$ cat config.mk
export PLATFORM = sky130hd
export DESIGN_NAME = mem_port_arbiter
export DESIGN_NICKNAME = d
export VERILOG_FILES = /design/src/rtl/mem_port_arbiter.sv
export SDC_FILE = /design/constraint.sdc
export NUM_CORES = 1
export LEC_CHECK = 0
export CAP_MARGIN = 20
export CORE_MARGIN = 2
export CORE_UTILIZATION = 39
export CTS_BUF_LIST = sky130_fd_sc_hd__clkbuf_2 sky130_fd_sc_hd__clkbuf_4 sky130_fd_sc_hd__clkbuf_8
export DETAILED_ROUTE_END_ITERATION = 10
export PLACE_DENSITY = 0.93
export SYNTH_ARGS = -nofsm -noshare
export SYNTH_HDL_FRONTEND = slang
export SYNTH_SLANG_ARGS = --single-unit
$ cat constraint.sdc
create_clock -name clk -period 3.2 [get_ports clk]
set_clock_uncertainty 0.2 [all_clocks]
set_input_delay 0.64 -clock clk [delete_from_list [all_inputs] [get_ports clk]]
set_output_delay 0.64 -clock clk [all_outputs]
set_load 0.005 [all_outputs]
$ cat src/rtl/mem_port_arbiter.sv
// Shares one memory port between instruction fetch and data load/store, with a read-response watchdog.
// Define MEM_PORT_ARB_RR_EN for round-robin tie-breaking; otherwise data always beats instr.
module mem_port_arbiter #(
  parameter int unsigned RSP_TIMEOUT = 16
) (
  input  logic        clk,
  input  logic        reset_n,
  input  logic        instr_req_i,
  input  logic [31:0] instr_addr_i,
  output logic        instr_gnt_o,
  output logic        instr_rvalid_o,
  output logic [31:0] instr_rdata_o,
  input  logic        data_req_i,
  input  logic [31:0] data_addr_i,
  input  logic [1:0]  data_byte_en_i,
  input  logic        data_wr_i,
  input  logic [31:0] data_wr_data_i,
  output logic        data_gnt_o,
  output logic        data_rvalid_o,
  output logic [31:0] data_rdata_o,
  output logic        mem_req_o,
  output logic [31:0] mem_addr_o,
  output logic [1:0]  mem_byte_en_o,
  output logic        mem_wr_o,
  output logic [31:0] mem_wr_data_o,
  input  logic        mem_gnt_i,
  input  logic        mem_rvalid_i,
  input  logic [31:0] mem_rd_data_i,
  output logic        timeout_o
);

  localparam logic [1:0] BE_WORD   = 2'b10;
  localparam logic       OWN_INSTR = 1'b0;
  localparam logic       OWN_DATA  = 1'b1;
  localparam logic [7:0] CNT_LAST  = 8'(RSP_TIMEOUT - 1);

  typedef enum logic [1:0] {IDLE, ISSUE, WAIT_RSP} state_t;

  state_t      r_state;
  state_t      w_next;
  logic        r_owner;
  logic [31:0] r_addr;
  logic [1:0]  r_byte_en;
  logic        r_wr;
  logic [31:0] r_wr_data;
  logic [7:0]  r_cnt;
  logic        r_timeout;
  logic        w_win_data;
  logic        w_latch;
  logic        w_gnt;
  logic        w_rsp;
  logic        w_to;
  logic [31:0] w_rdata;

`ifdef MEM_PORT_ARB_RR_EN
  logic r_last_owner;

  // On a tie the requester that did not win last time goes first.
  assign w_win_data = data_req_i && (!instr_req_i || (r_last_owner == OWN_INSTR));

  always_ff @(posedge clk or negedge reset_n) begin
    if (!reset_n) begin
      r_last_owner <= OWN_DATA;
    end else if (w_gnt) begin
      r_last_owner <= r_owner;
    end
  end
`else
  assign w_win_data = data_req_i;
`endif

  always_ff @(posedge clk or negedge reset_n) begin
    if (!reset_n) begin
      r_state <= IDLE;
    end else begin
      r_state <= w_next;
    end
  end

  always_comb begin
    w_next  = r_state;
    w_latch = 1'b0;
    w_gnt   = 1'b0;
    w_rsp   = 1'b0;
    w_to    = 1'b0;
    case (r_state)
      IDLE: begin
        if (instr_req_i || data_req_i) begin
          w_latch = 1'b1;
          w_next  = ISSUE;
        end
      end
      ISSUE: begin
        if (mem_gnt_i) begin
          w_gnt  = 1'b1;
          w_next = r_wr ? IDLE : WAIT_RSP;
        end
      end
      WAIT_RSP: begin
        // A response arriving on the last allowed cycle still counts as real data.
        w_to = !mem_rvalid_i && (r_cnt == CNT_LAST);
        if (mem_rvalid_i || w_to) begin
          w_rsp  = 1'b1;
          w_next = IDLE;
        end
      end
      default: w_next = IDLE;
    endcase
  end

  always_ff @(posedge clk or negedge reset_n) begin
    if (!reset_n) begin
      r_owner   <= OWN_INSTR;
      r_addr    <= '0;
      r_byte_en <= '0;
      r_wr      <= 1'b0;
      r_wr_data <= '0;
      r_cnt     <= '0;
      r_timeout <= 1'b0;
    end else begin
      if (w_latch) begin
        r_owner <= w_win_data;
        if (w_win_data) begin
          r_addr    <= data_addr_i;
          r_byte_en <= data_byte_en_i;
          r_wr      <= data_wr_i;
          r_wr_data <= data_wr_data_i;
        end else begin
          r_addr    <= instr_addr_i;
          r_byte_en <= BE_WORD;
          r_wr      <= 1'b0;
          r_wr_data <= '0;
        end
      end
      if (w_gnt) begin
        r_cnt <= '0;
      end else if (r_state == WAIT_RSP) begin
        r_cnt <= r_cnt + 8'd1;
      end
      if (w_to) begin
        r_timeout <= 1'b1;
      end
    end
  end

  assign w_rdata = (w_rsp && mem_rvalid_i) ? mem_rd_data_i : '0;

  assign mem_req_o      = (r_state == ISSUE);
  assign mem_addr_o     = r_addr;
  assign mem_byte_en_o  = r_byte_en;
  assign mem_wr_o       = r_wr;
  assign mem_wr_data_o  = r_wr_data;
  assign timeout_o      = r_timeout;

  assign instr_gnt_o    = w_gnt && (r_owner == OWN_INSTR);
  assign instr_rvalid_o = w_rsp && (r_owner == OWN_INSTR);
  assign instr_rdata_o  = (r_owner == OWN_INSTR) ? w_rdata : '0;
  assign data_gnt_o     = w_gnt && (r_owner == OWN_DATA);
  assign data_rvalid_o  = w_rsp && (r_owner == OWN_DATA);
  assign data_rdata_o   = (r_owner == OWN_DATA) ? w_rdata : '0;

endmodule
==> impl_metrics.tcl, run 1 <==
set metrics [dict create \
    status "finished, final reports clean" \
    port_buffers 273 \
    fin_setup_tns_ps 0 \
    ctsResizeCount 0 \
    seq_area_mm2 0.00198 \
    core_area_mm2 0.00986 \
    syn_to_final_growth_pct 74.7 \
    synthCells 318 \
    cap_violations 0 \
    numCtsBuffers 9 \
    final_util_pct 70.9 \
    p_per_area_mw_per_mm2 673 \
    wl_per_cell_um 17.2 \
    antenna_found_initial 2 \
    grt_usage_pct 22.7 \
    die_w_um 105 \
    power_leakage_nw 2.95 \
    initial_core_util_pct 40.6 \
    netlist_area_mm2 0.00400 \
    yosys_register_bits 79 \
    drv_slew 0 \
    grt_max_degree 80 \
    synthDistinctLibCells 36 \
    viasPerCell 4.88 \
    cp.arrival_ps 2180 \
    multiInputGateArea_mm2 0.00177 \
    vias 3545 \
    cts-root-buf "clkbuf_8" \
    clkSinkCount 79 \
    holdWs_ps 283 \
    drive_gt1_share_pct 14.0 \
    clk_latency_ps 340 \
    p_total_mw 4.70 \
    worst-path-max-fanout 32 \
    critPathLaunchType "input port" \
    layout_commonest_cell "clkdlybuf4s50_1" \
    wirelength_um 12500 \
    crit_path_end_kind "primary output" \
    num_rows 36 \
    synth_nets 456 \
    synth-seq-area-share_pct 49.4 \
    cts_tree "built" \
    drc_errors 0 \
    ant_nets 0 \
    postCtsSetupBuffers 0 \
    htreeDepth 3 \
    finalCriticalPeriod_ps 3020 \
    dp_worst_setup_slack_ps 161 \
    fill_cells 698 \
    rsz0062_at_grt "false" \
    final_hold_viol_count 0 \
    hold_class "reg -> reg" \
    final_cell_mix "clkdlybuf4s50_1, dfrtp_1, and2_1" \
    syn_area_per_cell_um2 12.6 \
    cts_buffer_depth 2 \
    setup_viol 0 \
    die_h_um 105 \
    fin_nets 725 \
    max_slew.worst_pin.slew_ps 420 \
    finalWorstSetupSlack_ps 176 \
    path_clk_slew_ps 90 \
    dr.first_iter.drc_count 164 \
    grt_pass1_vias 3744 \
    max-slew-margin-rel_pct 72.0 \
    gp_congestion 0.948 \
    ir_worst_vdd_v 0.000393 \
    crit_required_ps 2360 \
    grt_pass1_wl_um 19700 \
    pin_count 274 \
    post-route-period-util_pct 94.5 \
    dr.pass1.iters 5 \
    die_area_mm2 0.0111 \
    max_freq_ghz 0.331 \
    dp_hpwl_um 9780 \
    grt-ovfl-total 0 \
    critical_path_class "in -> out" \
    synth_warnings 0 \
]
[through the flow]
stage	instance area, um^2	instances
2_1_floorplan	4000	318
3_3_place_gp	6720	707
3_5_place_dp	6720	707
4_1_cts	6950	723
5_1_grt	6990	727
6_report	6990	727
[metal layers]
metal | vias to the layer above | wire length [um] | GRT usage, %
li1 | 1658 | - | -
met1 | 1692 | 4330 | 23.5
met2 | 173 | 6790 | 42.0
met3 | 22 | 1010 | 6.86
met4 | 0 | 372 | 10.0
met5 | - | 0 | 0
[cells by family (layout without fill, tap and decap cells)]
logic type	after synthesis	in the layout	synth area share, %
adders and majority gates	1	1	0.313
muxes	68	68	19.0
DFF	79	79	49.4
and+or+nand+nor	97	97	15.0
AOI/OAI and AO/OA	46	46	9.88
buffers and inverters	27	301	6.32
other	0	2	0
[state kept, by name, indices dropped and copies added, names as in the netlist]
signal,count
mem_wr_data_o,32
r_owner,1
mem_byte_en_o,2
r_state,2
timeout_o,1
r_cnt,8
mem_addr_o,32
mem_wr_o,1
[cell type report]
type / count / area share, %
well taps: 133 / 2.38
clock buffers: 11 / 2.08
multi-input cells: 212 / 25.3
clock inverters: 5 / 1.16
repair buffers: 282 / 40.5
inverters: 3 / 0.161
flip-flops and latches: 79 / 28.3
diodes: 2 / 0.0716
[worst max-delay path, cell delays in order]
cell and delay (ps):
clkdlybuf4s50_1 500, and3_4 350, and2_1 190, clkdlybuf4s50_1 500
[path summary, 6_finish.rpt]
kind                                           to  slack, ps         start  cells after the start
worst max-delay path             data_rdata_o[29]        180  mem_rvalid_i                      4
worst min-delay path                    timeout_o        280     timeout_o                      1
worst max register to register  mem_wr_data_o[13]       1540    r_state[1]                      3
worst min register to register          timeout_o        280     timeout_o                      1
max in group asynchronous        mem_byte_en_o[0]       1710       reset_n                      3
min in group asynchronous        mem_wr_data_o[7]        510       reset_n                      2
[power breakdown]
group,total (mW),switching [mW],internal (mW)
logic,2.19,0.762,1.43
clock network,0.835,0.365,0.470
registers,1.68,0.256,1.42
[repair_timing]
action | in CTS | in global routing
hold endpoints to repair | 0 | 16
endpoints found under the setup margin | 0 | 0
hold buffers | 0 | 1
[cell usage after synthesis (all sizes together)]
cell | count | area share (%)
a22oi | 1 | 0.19
a22o | 34 | 7.4
ha | 1 | 0.31
mux2 | 64 | 18
nand2b | 1 | 0.16
and2 | 66 | 11
and2b | 1 | 0.22
nor3 | 1 | 0.12
a21boi | 1 | 0.19
o32ai | 1 | 0.22
a21o | 2 | 0.38
or4 | 1 | 0.19
inv | 3 | 0.28
and4 | 1 | 0.22
nor2 | 5 | 0.59
nor3b | 1 | 0.19
mux2i | 4 | 1.0
o211a | 2 | 0.50
nand3b | 2 | 0.38
nand4 | 2 | 0.31
buf | 24 | 6.0
nor2b | 1 | 0.16
nand2 | 7 | 0.66
o21ai | 4 | 0.78
dfrtp | 79 | 49
and3 | 2 | 0.56
nand3 | 5 | 0.63
a211oi | 1 | 0.19
or3 | 1 | 0.16
No activity file was read; power rests on OpenSTA's default activity.
==> inputs of run 2 (changes only) <==
Settings changed: CELL_PAD_IN_SITES_DETAIL_PLACEMENT from default to 1, CELL_PAD_IN_SITES_GLOBAL_PLACEMENT from default to 1, CORE_ASPECT_RATIO from default to 1.75, CORE_UTILIZATION 39 to 29, PLACE_DENSITY 0.93 to 0.94.
==> run 2 against run 1 <==
Against the previous run: clock-buffer cell count is the same; fmax shrank 1.1%; cell count grew 5.2%; worst hold slack lost 14 ps; sequential power is essentially flat; non-clock buffer count shrank 1; global-route usage shrank 2.2 points; largest power group unchanged.
==> impl_metrics.tcl, run 2 (synthesis gave the netlist of run 1 again) <==
set metrics [dict create \
    fin_setup_tns_ps 0 \
    wirelength_um 15100 \
    wl_per_cell_um 19.8 \
    fin_area_mm2 0.00698 \
    max-slew-margin-rel_pct 51.8 \
    p_per_area_mw_per_mm2 664 \
    final_cell_mix "clkdlybuf4s50_1, dfrtp_1, and2_1" \
    placed_area_mm2 0.00677 \
    layout_commonest_cell "clkdlybuf4s50_1" \
    final_hold_viol_count 0 \
    cts-root-buf "clkbuf_8" \
    grt_max_degree 80 \
    num_rows 56 \
    drc_errors 0 \
    die_area_mm2 0.0148 \
    worst-path-max-fanout 4 \
    grt-ovfl-total 0 \
    htreeDepth 3 \
    drv_slew 0 \
    critPathLaunchType "flip-flop" \
    rsz0062_at_grt "false" \
    path_clk_slew_ps 70 \
    clkSinkCount 79 \
    hold_class "reg -> reg" \
    vias 3713 \
    grt_usage_pct 20.5 \
    dp_hpwl_um 12100 \
    postCtsSetupBuffers 0 \
    max_freq_ghz 0.327 \
    die_h_um 159 \
    cts_buffer_depth 2 \
    ant_nets 0 \
    final_util_pct 51.9 \
    ir_worst_vdd_v 0.000494 \
    core_area_mm2 0.0135 \
    fin_nets 724 \
    p_total_mw 4.63 \
    max_slew.worst_pin.slew_ps 723 \
    drive_gt1_share_pct 14.1 \
    crit_required_ps 2360 \
    gp_congestion 0.770 \
    crit_path_end_kind "primary output" \
    cap_violations 0 \
    grt_pass1_vias 4236 \
    die_w_um 92.8 \
    power_leakage_nw 2.93 \
    dr.pass1.iters 4 \
    pin_count 274 \
    clk_latency_ps 340 \
    cts_tree "built" \
    status "finished, final reports clean" \
    finalCriticalPeriod_ps 3060 \
    cp.arrival_ps 2220 \
    numCtsBuffers 9 \
    port_buffers 273 \
    antenna_found_initial 2 \
    holdWs_ps 269 \
    post-route-period-util_pct 95.5 \
    critical_path_class "reg -> out" \
    syn_to_final_growth_pct 74.5 \
    setup_viol 0 \
    grt_pass1_wl_um 23300 \
    viasPerCell 4.85 \
    dr.first_iter.drc_count 68 \
    initial_core_util_pct 29.7 \
]
[run 2: changes by cell type in the layout (fill, tap and decap cells not counted), sizes merged]
cell	change
diode	-1
bufinv	-2
clkinv	+1
clkdlybuf4s50	-1
[run 2: path summary, 6_finish.rpt]
kind | depth (start not counted) | slack (ps) | from | endpoint
worst max-delay path | 4 | 140 | r_cnt[5] | instr_rvalid_o
worst min-delay path | 1 | 270 | timeout_o | timeout_o
worst max register to register | 4 | 1530 | r_state[0] | mem_addr_o[12]
worst min register to register | 1 | 270 | timeout_o | timeout_o
max in group asynchronous | 3 | 1670 | reset_n | r_cnt[6]
min in group asynchronous | 2 | 530 | reset_n | mem_addr_o[13]
[run 2: per-stage QoR]
step           worst slack, ps  cells
2_1_floorplan             1160    318
3_3_place_gp               187    747
3_5_place_dp               159    747
4_1_cts                   89.8    762
5_1_grt                   17.4    765
6_report                   143    765
[run 2: report_power, final]
group | total, mW | internal, mW | leakage (nW) | switching (mW)
Combinational | 2.27 | 1.45 | 1.86 | 0.822
Clock | 0.657 | 0.304 | 0.0884 | 0.354
Sequential | 1.71 | 1.42 | 0.981 | 0.285
[run 2: worst max-delay path, cell delays in order, from the launching register on]
cell and delay (ps):
dfrtp_1 410, or4_1 550, nor2_2 190, o211a_1 200, clkdlybuf4s50_1 530
[run 2: final cells by class]
| cell class | count | area (um^2) |
|---|---|---|
| multi-input combinational | 212 | 1770 |
| clock inverter | 4 | 22.5 |
| fill | 1421 | 6470 |
| sequential | 79 | 1980 |
| tap | 174 | 218 |
| timing repair buffer | 281 | 2830 |
| inverter | 3 | 11.3 |
| antenna | 1 | 2.50 |
| clock buffer | 11 | 145 |
[run 2: repair_timing]
action	in CTS	in global routing
resized for setup	0	1
endpoints found under the hold margin	0	18
setup endpoints to repair	0	60
hold buffers	0	1
[run 2: metal layers]
layer | wire [um] | track usage (%) | up-vias
li1 | - | - | 1655
met1 | 4720 | 18.5 | 1788
met2 | 8360 | 39.9 | 238
met3 | 1550 | 7.48 | 32
met4 | 514 | 7.89 | 0
met5 | 0 | 0 | -
==> inputs of run 3 (changes only) <==
Settings changed: PLACE_DENSITY 0.94 to default, PLACE_DENSITY_LB_ADDON from default to 0.1.
==> run 3 against run 2 <==
Against the previous run: flip-flop and latch count unchanged; final area about the same; sequential share of layout area about the same; clock power up 3.2%; via count down 2.5%; clock-buffer cell count unchanged; global-route usage down 1.7 points; non-clock buffer count unchanged.
==> impl_metrics.tcl, run 3 (synthesis gave the netlist of run 1 again) <==
set metrics [dict create \
    status "finished, final reports clean" \
    internal_power_mw 3.16 \
    fin_nets 724 \
    num_antenna_cells 0 \
    cts_buffer_depth 2 \
    viasPerCell 4.73 \
    hold_buffers 0 \
    power_frac_comb_pct 48.5 \
    critPathLaunchType "input port" \
    swShare_pct 31.0 \
    cp.arrival_ps 2220 \
    max_freq_ghz 0.327 \
    initial_core_util_pct 29.7 \
    path_clk_slew_ps 70 \
    ctsResizeCount 0 \
    p_switching_mw 1.42 \
    crit_required_ps 2360 \
    fill_cells 1463 \
    final_util_pct 51.9 \
    final_hold_viol_count 0 \
    crit_path_end_kind "primary output" \
    power_frac_clock_pct 14.8 \
    cap_violations 0 \
    clkSinkCount 79 \
    grt_pass1_wl_um 21800 \
    dp_hpwl_um 10700 \
    port_buffers 273 \
    grt_usage_pct 18.8 \
    die_h_um 159 \
    num_rows 56 \
    p_per_area_mw_per_mm2 656 \
    wirelength_um 13800 \
    syn_to_final_growth_pct 74.4 \
    seqPwrFrac_pct 36.7 \
    p_total_mw 4.58 \
    postCtsSetupBuffers 0 \
    core_area_mm2 0.0135 \
    drc_errors 0 \
    worst-path-max-fanout 32 \
    pin_count 274 \
    finalCriticalPeriod_ps 3060 \
    post-route-period-util_pct 95.7 \
    hold_class "reg -> reg" \
    fin_setup_tns_ps 0 \
    cts-root-buf "clkbuf_8" \
    grt_max_degree 80 \
    cts_tree "built" \
    rrSetupSlack_ps 1480 \
    ant_nets 0 \
    numCtsBuffers 9 \
    rsz0062_at_grt "false" \
    drv_slew 0 \
    dr.pass1.iters 4 \
    grt_pass1_vias 3989 \
    vias 3620 \
    clk_latency_ps 350 \
    grt-ovfl-total 0 \
    finalWorstSetupSlack_ps 138 \
    max-slew-margin-rel_pct 58.9 \
    dr.first_iter.drc_count 139 \
    max_slew.worst_pin.slew_ps 616 \
    setup_viol 0 \
    dp_worst_setup_slack_ps 121 \
    critical_path_class "in -> out" \
    die_area_mm2 0.0148 \
    ir_worst_vdd_v 0.000425 \
    antenna_found_initial 0 \
    htreeDepth 3 \
    power_leakage_nw 2.93 \
    die_w_um 92.8 \
    final_cell_mix "clkdlybuf4s50_1, dfrtp_1, and2_1" \
    drive_gt1_share_pct 14.0 \
    layout_commonest_cell "clkdlybuf4s50_1" \
    wl_per_cell_um 18.1 \
    gp_congestion 0.711 \
]
-- run 3: cell count changes in the layout (fill, tap and decap cells not counted), sizes merged --
cell	before	now
clkinvlp	1	2
diode	1	0
-- run 3: stage by stage --
stage / cell area, um^2 / std cells / hold slack, ps
after floorplan: 4000 / 318 / 144
after global placement: 6760 / 747 / 258
after detailed placement: 6760 / 747 / 268
after CTS: 6940 / 763 / 279
after global routing: 6980 / 765 / 307
final: 6980 / 765 / 269
-- run 3: cell type report --
class	instances	area, um^2	share of cell area [%]
clock buffer	11	145	2.08
multi-input combinational	212	1770	25.4
inverter	3	11.3	0.161
tap	174	218	3.12
timing repair buffer	281	2820	40.4
sequential	79	1980	28.3
clock inverter	5	33.8	0.484
-- run 3: power by group through the flow --
stage               combinational [mW]  clock [mW]  sequential [mW]
CTS                               2.26       0.713             1.69
finish                            2.22       0.678             1.68
global placement                  2.20           0             1.67
floorplan                        0.945           0             1.70
detailed placement                2.25           0             1.70
global route                      2.40       0.741             1.74
-- run 3: worst paths after layout --
check,depth (start not counted),to,from
setup / recovery,4,instr_rdata_o[6],mem_rvalid_i
hold / removal,1,r_cnt[7],r_cnt[7]
setup reg to reg,4,mem_addr_o[8],r_state[0]
hold reg to reg,1,r_cnt[7],r_cnt[7]
max in group asynchronous,3,mem_wr_o,reset_n
min in group asynchronous,2,mem_wr_data_o[8],reset_n
-- run 3: critical path: stages --
cell	delay (ps)
clkdlybuf4s50_1	520
and3_4	370
and2_1	170
clkdlybuf4s50_1	510
-- run 3: layer usage --
metal	vias up	GRT usage (%)	wire (um)
li1	1654	-	-
met1	1751	18.9	4670
met2	203	35.2	7520
met3	12	7.00	1410
met4	0	5.28	233
met5	-	0	0
